<file path="src/rtl/if_pipe_pkg.sv">
// Shared instruction-fetch pipeline constants: default widths and the NOP encoding
// used by the fetch buffer and the decode stage.
package if_pipe_pkg;

  localparam int unsigned IF_DATA_W = 10;
  localparam int unsigned IF_ADDR_W = 10;

  localparam logic [IF_DATA_W-1:0] IF_NOP_INSTR = '0;

  localparam int unsigned IF_STALL_W = 16;

endpackage

</file>
<file path="src/rtl/if_buf_ptr.sv">
// Wrapping FIFO pointer for the fetch buffer; wraps naturally since DEPTH is a power of two.
module if_buf_ptr #(
  parameter int unsigned W = 1
) (
  input  logic         clk,
  input  logic         reset,
  input  logic         clear,
  input  logic         inc,
  output logic [W-1:0] ptr
);

  always_ff @(negedge clk) begin
    if (reset || clear) begin
      ptr <= '0;
    end else if (inc) begin
      ptr <= ptr + W'(1);
    end
  end

endmodule

</file>
<file path="src/rtl/if_stage_buf.sv">
// Fetch-to-decode buffer: DEPTH-entry {instr, pc} FIFO, flushable on redirect, NOP when empty.
// Optional stall counter port enabled by defining IF_BUF_STALL_CNT_EN.
module if_stage_buf
  import if_pipe_pkg::*;
#(
  parameter int unsigned           DATA_W    = IF_DATA_W,
  parameter int unsigned           ADDR_W    = IF_ADDR_W,
  parameter int unsigned           DEPTH     = 2,
  parameter logic [DATA_W-1:0]     NOP_INSTR = DATA_W'(IF_NOP_INSTR)
) (
  input  logic                       clk,
  input  logic                       reset,
  input  logic                       in_valid,
  output logic                       in_ready,
  input  logic [DATA_W-1:0]          in_instr,
  input  logic [ADDR_W-1:0]          in_pc,
  input  logic                       flush,
  output logic                       out_valid,
  input  logic                       out_ready,
  output logic [DATA_W-1:0]          out_instr,
  output logic [ADDR_W-1:0]          out_pc,
`ifdef IF_BUF_STALL_CNT_EN
  output logic [IF_STALL_W-1:0]      stall_cnt,
`endif
  output logic [$clog2(DEPTH):0]     count
);

  localparam int unsigned PTR_W = $clog2(DEPTH);
  localparam int unsigned CNT_W = PTR_W + 1;

  logic [DATA_W-1:0] mem_instr [DEPTH];
  logic [ADDR_W-1:0] mem_pc    [DEPTH];

  logic [PTR_W-1:0]  rd_ptr;
  logic [PTR_W-1:0]  wr_ptr;
  logic              not_empty;
  logic              not_full;
  logic              push;
  logic              pop;

  assign not_empty = (count != '0);
  assign not_full  = (count != CNT_W'(DEPTH));

  // Handshake decode from registered occupancy; flush suppresses both sides.
  assign in_ready  = ~reset & not_full;
  assign out_valid = not_empty;
  assign push      = in_valid & in_ready & ~flush;
  assign pop       = not_empty & out_ready & ~flush;

  assign out_instr = not_empty ? mem_instr[rd_ptr] : NOP_INSTR;
  assign out_pc    = not_empty ? mem_pc[rd_ptr]    : '0;

  if_buf_ptr #(.W(PTR_W)) u_wr_ptr (
    .clk   (clk),
    .reset (reset),
    .clear (flush),
    .inc   (push),
    .ptr   (wr_ptr)
  );

  if_buf_ptr #(.W(PTR_W)) u_rd_ptr (
    .clk   (clk),
    .reset (reset),
    .clear (flush),
    .inc   (pop),
    .ptr   (rd_ptr)
  );

  // Storage is intentionally not reset; occupancy alone decides what is visible.
  always_ff @(negedge clk) begin
    if (push) begin
      mem_instr[wr_ptr] <= in_instr;
      mem_pc[wr_ptr]    <= in_pc;
    end
  end

  always_ff @(negedge clk) begin
    if (reset || flush) begin
      count <= '0;
    end else if (push && !pop) begin
      count <= count + CNT_W'(1);
    end else if (pop && !push) begin
      count <= count - CNT_W'(1);
    end
  end

`ifdef IF_BUF_STALL_CNT_EN
  // Saturating count of cycles where decode holds off a valid head; survives flush.
  always_ff @(negedge clk) begin
    if (reset) begin
      stall_cnt <= '0;
    end else if (not_empty && !out_ready && (stall_cnt != {IF_STALL_W{1'b1}})) begin
      stall_cnt <= stall_cnt + IF_STALL_W'(1);
    end
  end
`endif

endmodule

</file>
<file path="config.mk">
export PLATFORM = sky130hd
export DESIGN_NAME = if_stage_buf
export DESIGN_NICKNAME = d
export VERILOG_FILES = /design/src/rtl/if_pipe_pkg.sv /design/src/rtl/if_buf_ptr.sv /design/src/rtl/if_stage_buf.sv
export SDC_FILE = /design/constraint.sdc
export NUM_CORES = 1
export LEC_CHECK = 0
export ABC_AREA = 1
export CAP_MARGIN = 5
export CORE_UTILIZATION = 44
export CTS_BUF_LIST = sky130_fd_sc_hd__clkbuf_4
export CTS_CLUSTER_SIZE = 16
export DETAILED_ROUTE_END_ITERATION = 7
export PLACE_DENSITY = 0.77
export SLEW_MARGIN = 20
export SYNTH_ARGS = -nofsm -noshare
export SYNTH_HDL_FRONTEND = slang
export SYNTH_HIERARCHICAL = 1
export SYNTH_SLANG_ARGS = --single-unit
export TNS_END_PERCENT = 30
</file>
<file path="constraint.sdc">
create_clock -name clk -period 2 [get_ports clk]
set_input_delay 0.6 -clock clk [delete_from_list [all_inputs] [get_ports clk]]
set_output_delay 0.6 -clock clk [all_outputs]
set_load 0.02 [all_outputs]
</file>
==> results.json, run 1 <==
{
  "intPower_uw": 1640,
  "power_density_mw_per_mm2": 763,
  "rsz0062_at_grt": "true",
  "syn_nets": 178,
  "reg2reg_to": "count[1]",
  "fin_nets": 296,
  "final.setup.tns_ps": -28160,
  "setup_slack_ps": -970,
  "cts.clk_slew.worst_paths_ps": 50,
  "ys.warnings.count": 6,
  "wl_per_cell_um": 14.0,
  "dp_slack_ps": -1190,
  "yosysUniqueCellTypes": 14,
  "clk_path_buf_depth": 2,
  "num_rows": 22,
  "sw_frac_of_total": 0.279,
  "startpoint": "u_rd_ptr/ptr",
  "synth-compound-area-share": 0.0659,
  "worstPathArrival_ps": 2370,
  "grt_pass1_wl_um": 6620,
  "cts_buffers": 5,
  "synthCells": 152,
  "crit_type": "reg2out",
  "globalplace.congestion": 0.759,
  "crit_family": "flip-flops",
  "syn_area_mm2": 0.00175,
  "final-setup-viol-count": 67,
  "r2r_slack_ps": 330,
  "grt_max_degree": 14,
  "total_power_uw": 2270,
  "crit_cells": 5,
  "grt-ovfl-total": 0,
  "start_util": 0.467,
  "synthSimpleGateAreaFrac": 0.144,
  "tightest_slew_ps": 191,
  "p_seq_frac": 0.452,
  "cts_tree": "done",
  "crit_required_ps": 1400,
  "worstPathMaxFanout": 5,
  "reg2reg_depth": 12,
  "max_slew_margin": 0.872,
  "ant_nets": 0,
  "clkPwrFrac": 0.451,
  "power_switching_uw": 634,
  "end_kind": "primary output",
  "syn2layout_area_growth_pct": 70.6,
  "htreeDepth": 2,
  "die_area_mm2": 0.00423,
  "worstSetupEndpoint": "out_pc[5]",
  "grt.total_usage": 0.214,
  "hold_depth": 3,
  "rr_startpoint": "count[0]",
  "pwr-share-comb": 0.097,
  "synth_seq_cells": 44,
  "crit_buf_inv": 3,
  "ir_drop_mv": 0.478,
  "utilization": 0.796,
  "p_leak_uw": 0.00129,
  "clock-sinks": 44,
  "avgSynthCellArea_um2": 11.5,
  "post-dp-hpwl_um": 2740,
  "drc_errors": 0,
  "synthAdderAreaFrac": 0.00716,
  "outcome": "finished, violations left",
  "diodes": 0,
  "synth-xor-area-share": 0,
  "drtPass1Iterations": 4,
  "ioPinCount": 49,
  "final_common_cell": "inv_1",
  "slowest_delay_ps": 360,
  "grt_pass1_vias": 1586,
  "mostFrequentLayoutCells": "inv_1 (52), nand2_1 (45), edfxtp_1 (40)",
  "violations": "setup timing",
  "slew_violations": 0,
  "layout-drive-gt1-share": 0.380,
  "cpMaxStageDelayCell": "dfxtp_4",
  "start_kind": "register",
  "hp-class": "reg2reg",
  "insertion_delay_ps": 430,
  "core_area_mm2": 0.00374,
  "synth_top_family_by_area": "simple AND/OR/NAND/NOR gates",
  "die_w_um": 65.0,
  "routed_wl_um": 4460,
  "drv_cap": 0,
  "yosysSeqAreaShare": 0.733,
  "avgViaCountPerCell": 4.81,
  "die_h_um": 65.0,
  "hold_viol_final": 0,
  "via_count": 1533,
  "root_buffer": "clkbuf_4",
  "synthMuxAreaShare": 0,
  "path_cells": "inv_4 > buf_4 > nand2_1 > a21oi_4 > buf_6",
  "antenna_found_initial": 0,
  "portBuffers": 48,
  "clock_skew_ps": 40.6,
  "drtIter0Drc": 70
}
==> worst min path at each step <==
stage	slack [ps]	end	startpoint
global route	590	count[0]	count[0]
detailed placement	540	count[0]	count[0]
finish	580	u_wr_ptr/ptr	u_wr_ptr/ptr
CTS	580	count[0]	count[0]
floorplan	500	count[0]	count[0]
global placement	530	count[0]	count[0]
==> timing repair <==
item	4_1_cts	5_1_grt
setup endpoints to repair	68	67
setup buffers	5	2
cloned	1	1
hold buffers	0	0
hold endpoints to repair	0	0
pin swaps	5	3
gates resized for setup	148	28
==> routing by layer <==
| metal | track usage | vias to the layer above | wire length [um] |
|---|---|---|---|
| met1 | 0.213 | 722 | 1700 |
| met3 | 0.0933 | 5 | 211 |
| met4 | 0.103 | 0 | 47 |
| li1 | - | 748 | - |
| met5 | 0 | - | 0 |
| met2 | 0.379 | 58 | 2500 |
==> metrics by stage <==
stage          hold WS [ps]  instances  area, um^2
6_report                578        319        2980
5_1_grt                 594        319        2980
4_1_cts                 578        316        2860
3_5_place_dp            544        261        2570
3_3_place_gp            530        261        2570
2_1_floorplan           504        152        1860
==> area by class of cell <==
type	count	area, um^2
flip-flops and latches	44	1290
clock inverters	47	230
well taps	48	60.1
multi-input cells	88	549
repair buffers	76	773
fillers	241	762
clock buffers	5	37.5
inverters	11	43.8
==> worst min-delay path, delay by kind of cell (launching register included) <==
kind / cells / cell delay, ps
flip-flops: 1 / 350
AND/OR/NAND/NOR: 3 / 190
==> synthesized netlist by cell type, drive strengths merged <==
library cell / n / area share
edfxtp: 40 / 0.69
inv: 14 / 0.030
nand3: 2 / 0.0057
nand4: 1 / 0.0036
nor2: 11 / 0.026
o21ai: 1 / 0.0029
buf: 6 / 0.020
nand2: 49 / 0.11
nor3: 1 / 0.0029
ha: 1 / 0.0072
dfxtp: 4 / 0.046
a21oi: 22 / 0.063
==> sequential cells by signal (all words and copies together) (netlist names) <==
register	count
u_wr_ptr/ptr	1
mem_pc	20
count	2
u_rd_ptr/ptr	1
mem_instr	20
==> power by group through the flow <==
stage	registers (uW)	clock network (uW)	logic, uW
CTS	1030	1030	202
global route	1030	1140	232
detailed placement	1040	141	195
finish	1030	1030	220
global placement	1040	141	188
floorplan	1050	141	73.5
==> cell families (layout without fill, tap and decap cells) <==
| group | after synthesis | count (layout) |
|---|---|---|
| flops | 44 | 44 |
| simple gates | 64 | 64 |
| buf+inv | 20 | 139 |
| fa+ha+maj | 1 | 1 |
| compound gates | 23 | 23 |
No activity file was read; power rests on OpenSTA's default activity.
==> inputs of run 2 (changes only) <==
CTS_CLUSTER_SIZE = default   (was 16)
==> results of run 2 <==
No change in the layout: final DEF, timing and power equal those of run 1.
==> inputs of run 3 (changes only) <==
CORE_ASPECT_RATIO = 0.75   (was default)
CORE_MARGIN = 1   (was default)
CORE_UTILIZATION = 35   (was 44)
PLACE_DENSITY = default   (was 0.77)
==> results.json, run 3 (synthesis gave the netlist of run 1 again) <==
{
  "htreeDepth": 2,
  "cts_buffers": 5,
  "final-setup-viol-count": 66,
  "pwr-share-comb": 0.113,
  "hold_viol_final": 0,
  "diodes": 0,
  "die_h_um": 63.2,
  "start_util": 0.378,
  "outcome": "finished, violations left",
  "intPower_uw": 1390,
  "crit_required_ps": 1400,
  "ant_nets": 0,
  "r2r_slack_ps": 290,
  "ioPinCount": 49,
  "grt_pass1_vias": 1512,
  "cts_tree": "done",
  "power_density_mw_per_mm2": 656,
  "die_area_mm2": 0.00528,
  "grt.total_usage": 0.164,
  "avgViaCountPerCell": 4.64,
  "worstPathMaxFanout": 14,
  "end_kind": "primary output",
  "routed_wl_um": 4450,
  "clkPwrFrac": 0.374,
  "drtIter0Drc": 85,
  "wl_per_cell_um": 13.5,
  "mostFrequentLayoutCells": "inv_1 (53), edfxtp_1 (40), nand2_1 (32)",
  "max_slew_margin": 0.872,
  "dpl_cell_area_mm2": 0.00255,
  "top_regs": "mem_instr: 20 flops, mem_pc: 20 flops, count: 2 flops",
  "core_area_mm2": 0.00462,
  "reg2reg_to": "count[1]",
  "worstSetupEndpoint": "out_instr[5]",
  "antenna_found_initial": 0,
  "via_count": 1531,
  "startpoint": "count[0]",
  "worst_path_most_repeated_cell": "buf_12",
  "worstPathArrival_ps": 2380,
  "drtPass1Iterations": 4,
  "tightest_slew_ps": 192,
  "reg2reg_depth": 12,
  "drv_cap": 0,
  "violations": "setup timing",
  "clock_skew_ps": 24.7,
  "syn2layout_area_growth_pct": 75.4,
  "path_cells": "nor2_4 > buf_12 > buf_12 > a21oi_4 > buf_6",
  "grt_max_degree": 21,
  "rsz0062_at_grt": "true",
  "globalplace.congestion": 0.783,
  "sw_frac_of_total": 0.307,
  "root_buffer": "clkbuf_4",
  "num_rows": 21,
  "fin_nets": 299,
  "placed_cells": 267,
  "start_kind": "register",
  "instances_no_fill": 330,
  "layout-drive-gt1-share": 0.421,
  "power_switching_uw": 617,
  "clk_path_buf_depth": 2,
  "setup_slack_ps": -984,
  "num-fill-cells": 358,
  "slowest_delay_ps": 360,
  "p_leak_uw": 0.00132,
  "clock-sinks": 44,
  "p_seq_frac": 0.513,
  "holdBufCountCts": 0,
  "hp-class": "reg2reg",
  "cts.clk_slew.worst_paths_ps": 50,
  "drc_errors": 0,
  "post-dp-hpwl_um": 2540,
  "grt_pass1_wl_um": 6560,
  "insertion_delay_ps": 420,
  "cpMaxStageDelayCell": "dfxtp_2",
  "ir_drop_mv": 0.493,
  "fin_area_mm2": 0.00307,
  "crit_type": "reg2out",
  "grt-ovfl-total": 0,
  "die_w_um": 83.6,
  "portBuffers": 48,
  "slew_violations": 0,
  "final_common_cell": "inv_1",
  "rr_startpoint": "count[0]"
}
## run 3: cell types whose count changed in the layout (fill, tap and decap cells not counted), moves of 2 or more
cell | before | now
nand2_1 | 45 | 32
nand2_4 | 2 | 6
a21oi_2 | 20 | 18
nand2_2 | 2 | 11
buf_6 | 21 | 16
a21oi_4 | 1 | 3
clkbuf_16 | 0 | 2
buf_4 | 27 | 30
bufinv_16 | 2 | 0
## run 3: final cells by class
type | instances | area, um^2 | area share
flip-flops and latches | 44 | 1290 | 0.420
multi-input cells | 88 | 607 | 0.198
repair buffers | 79 | 837 | 0.273
well taps | 57 | 71.3 | 0.0233
inverters | 11 | 48.8 | 0.0159
clock buffers | 5 | 37.5 | 0.0122
clock inverters | 46 | 178 | 0.0579
## run 3: metrics by stage
stage                      util  setup WS (ps)  TNS, ps  power [uW]  hold WS (ps)
after floorplan               -           -564   -34820        1260           504
after global placement    0.552          -1120   -77710        1370           540
after detailed placement  0.552          -1220   -80390        1380           562
after CTS                 0.611          -1010   -28640        2020           577
after global routing      0.663          -1060   -30880        2160           633
final                     0.663           -984   -28140        2010           576
## run 3: routing by layer
layer  vias up  share of wire  track usage
met5         -              0            0
met4         0          0.015        0.110
met3         7          0.048       0.0564
met2        50           0.51        0.276
met1       719           0.42        0.176
li1        755              -            -
## run 3: worst max-delay path, delay by kind of cell (launching register included)
family          cells  cell delay [ps]
simple gates        1               60
buf+inv             3              410
compound gates      1              130
flops               1              360
## run 3: power by group through the flow
stage	sequential (uW)	clock, uW	combinational [uW]
3_3_place_gp	1040	141	187
5_1_grt	1030	890	244
4_1_cts	1030	795	199
2_1_floorplan	1050	141	73.5
6_report	1030	752	227
3_5_place_dp	1040	141	192
## run 3: worst min-delay path by stage
| stage | slack, ps | from | endpoint | cells past startpoint |
|---|---|---|---|---|
| 2_1_floorplan | 500 | count[0] | count[0] | 1 |
| 3_3_place_gp | 540 | count[0] | count[0] | 2 |
| 3_5_place_dp | 560 | count[0] | count[0] | 2 |
| 4_1_cts | 580 | u_wr_ptr/ptr | u_wr_ptr/ptr | 3 |
| 5_1_grt | 630 | count[0] | count[0] | 2 |
| 6_report | 580 | u_wr_ptr/ptr | u_wr_ptr/ptr | 3 |
## run 3: repair_timing
item | in CTS | in global routing
endpoints found under the setup margin | 68 | 68
setup buffers | 3 | 9
cloned | 1 | 2
pin swaps | 7 | 10
resized for setup | 155 | 35
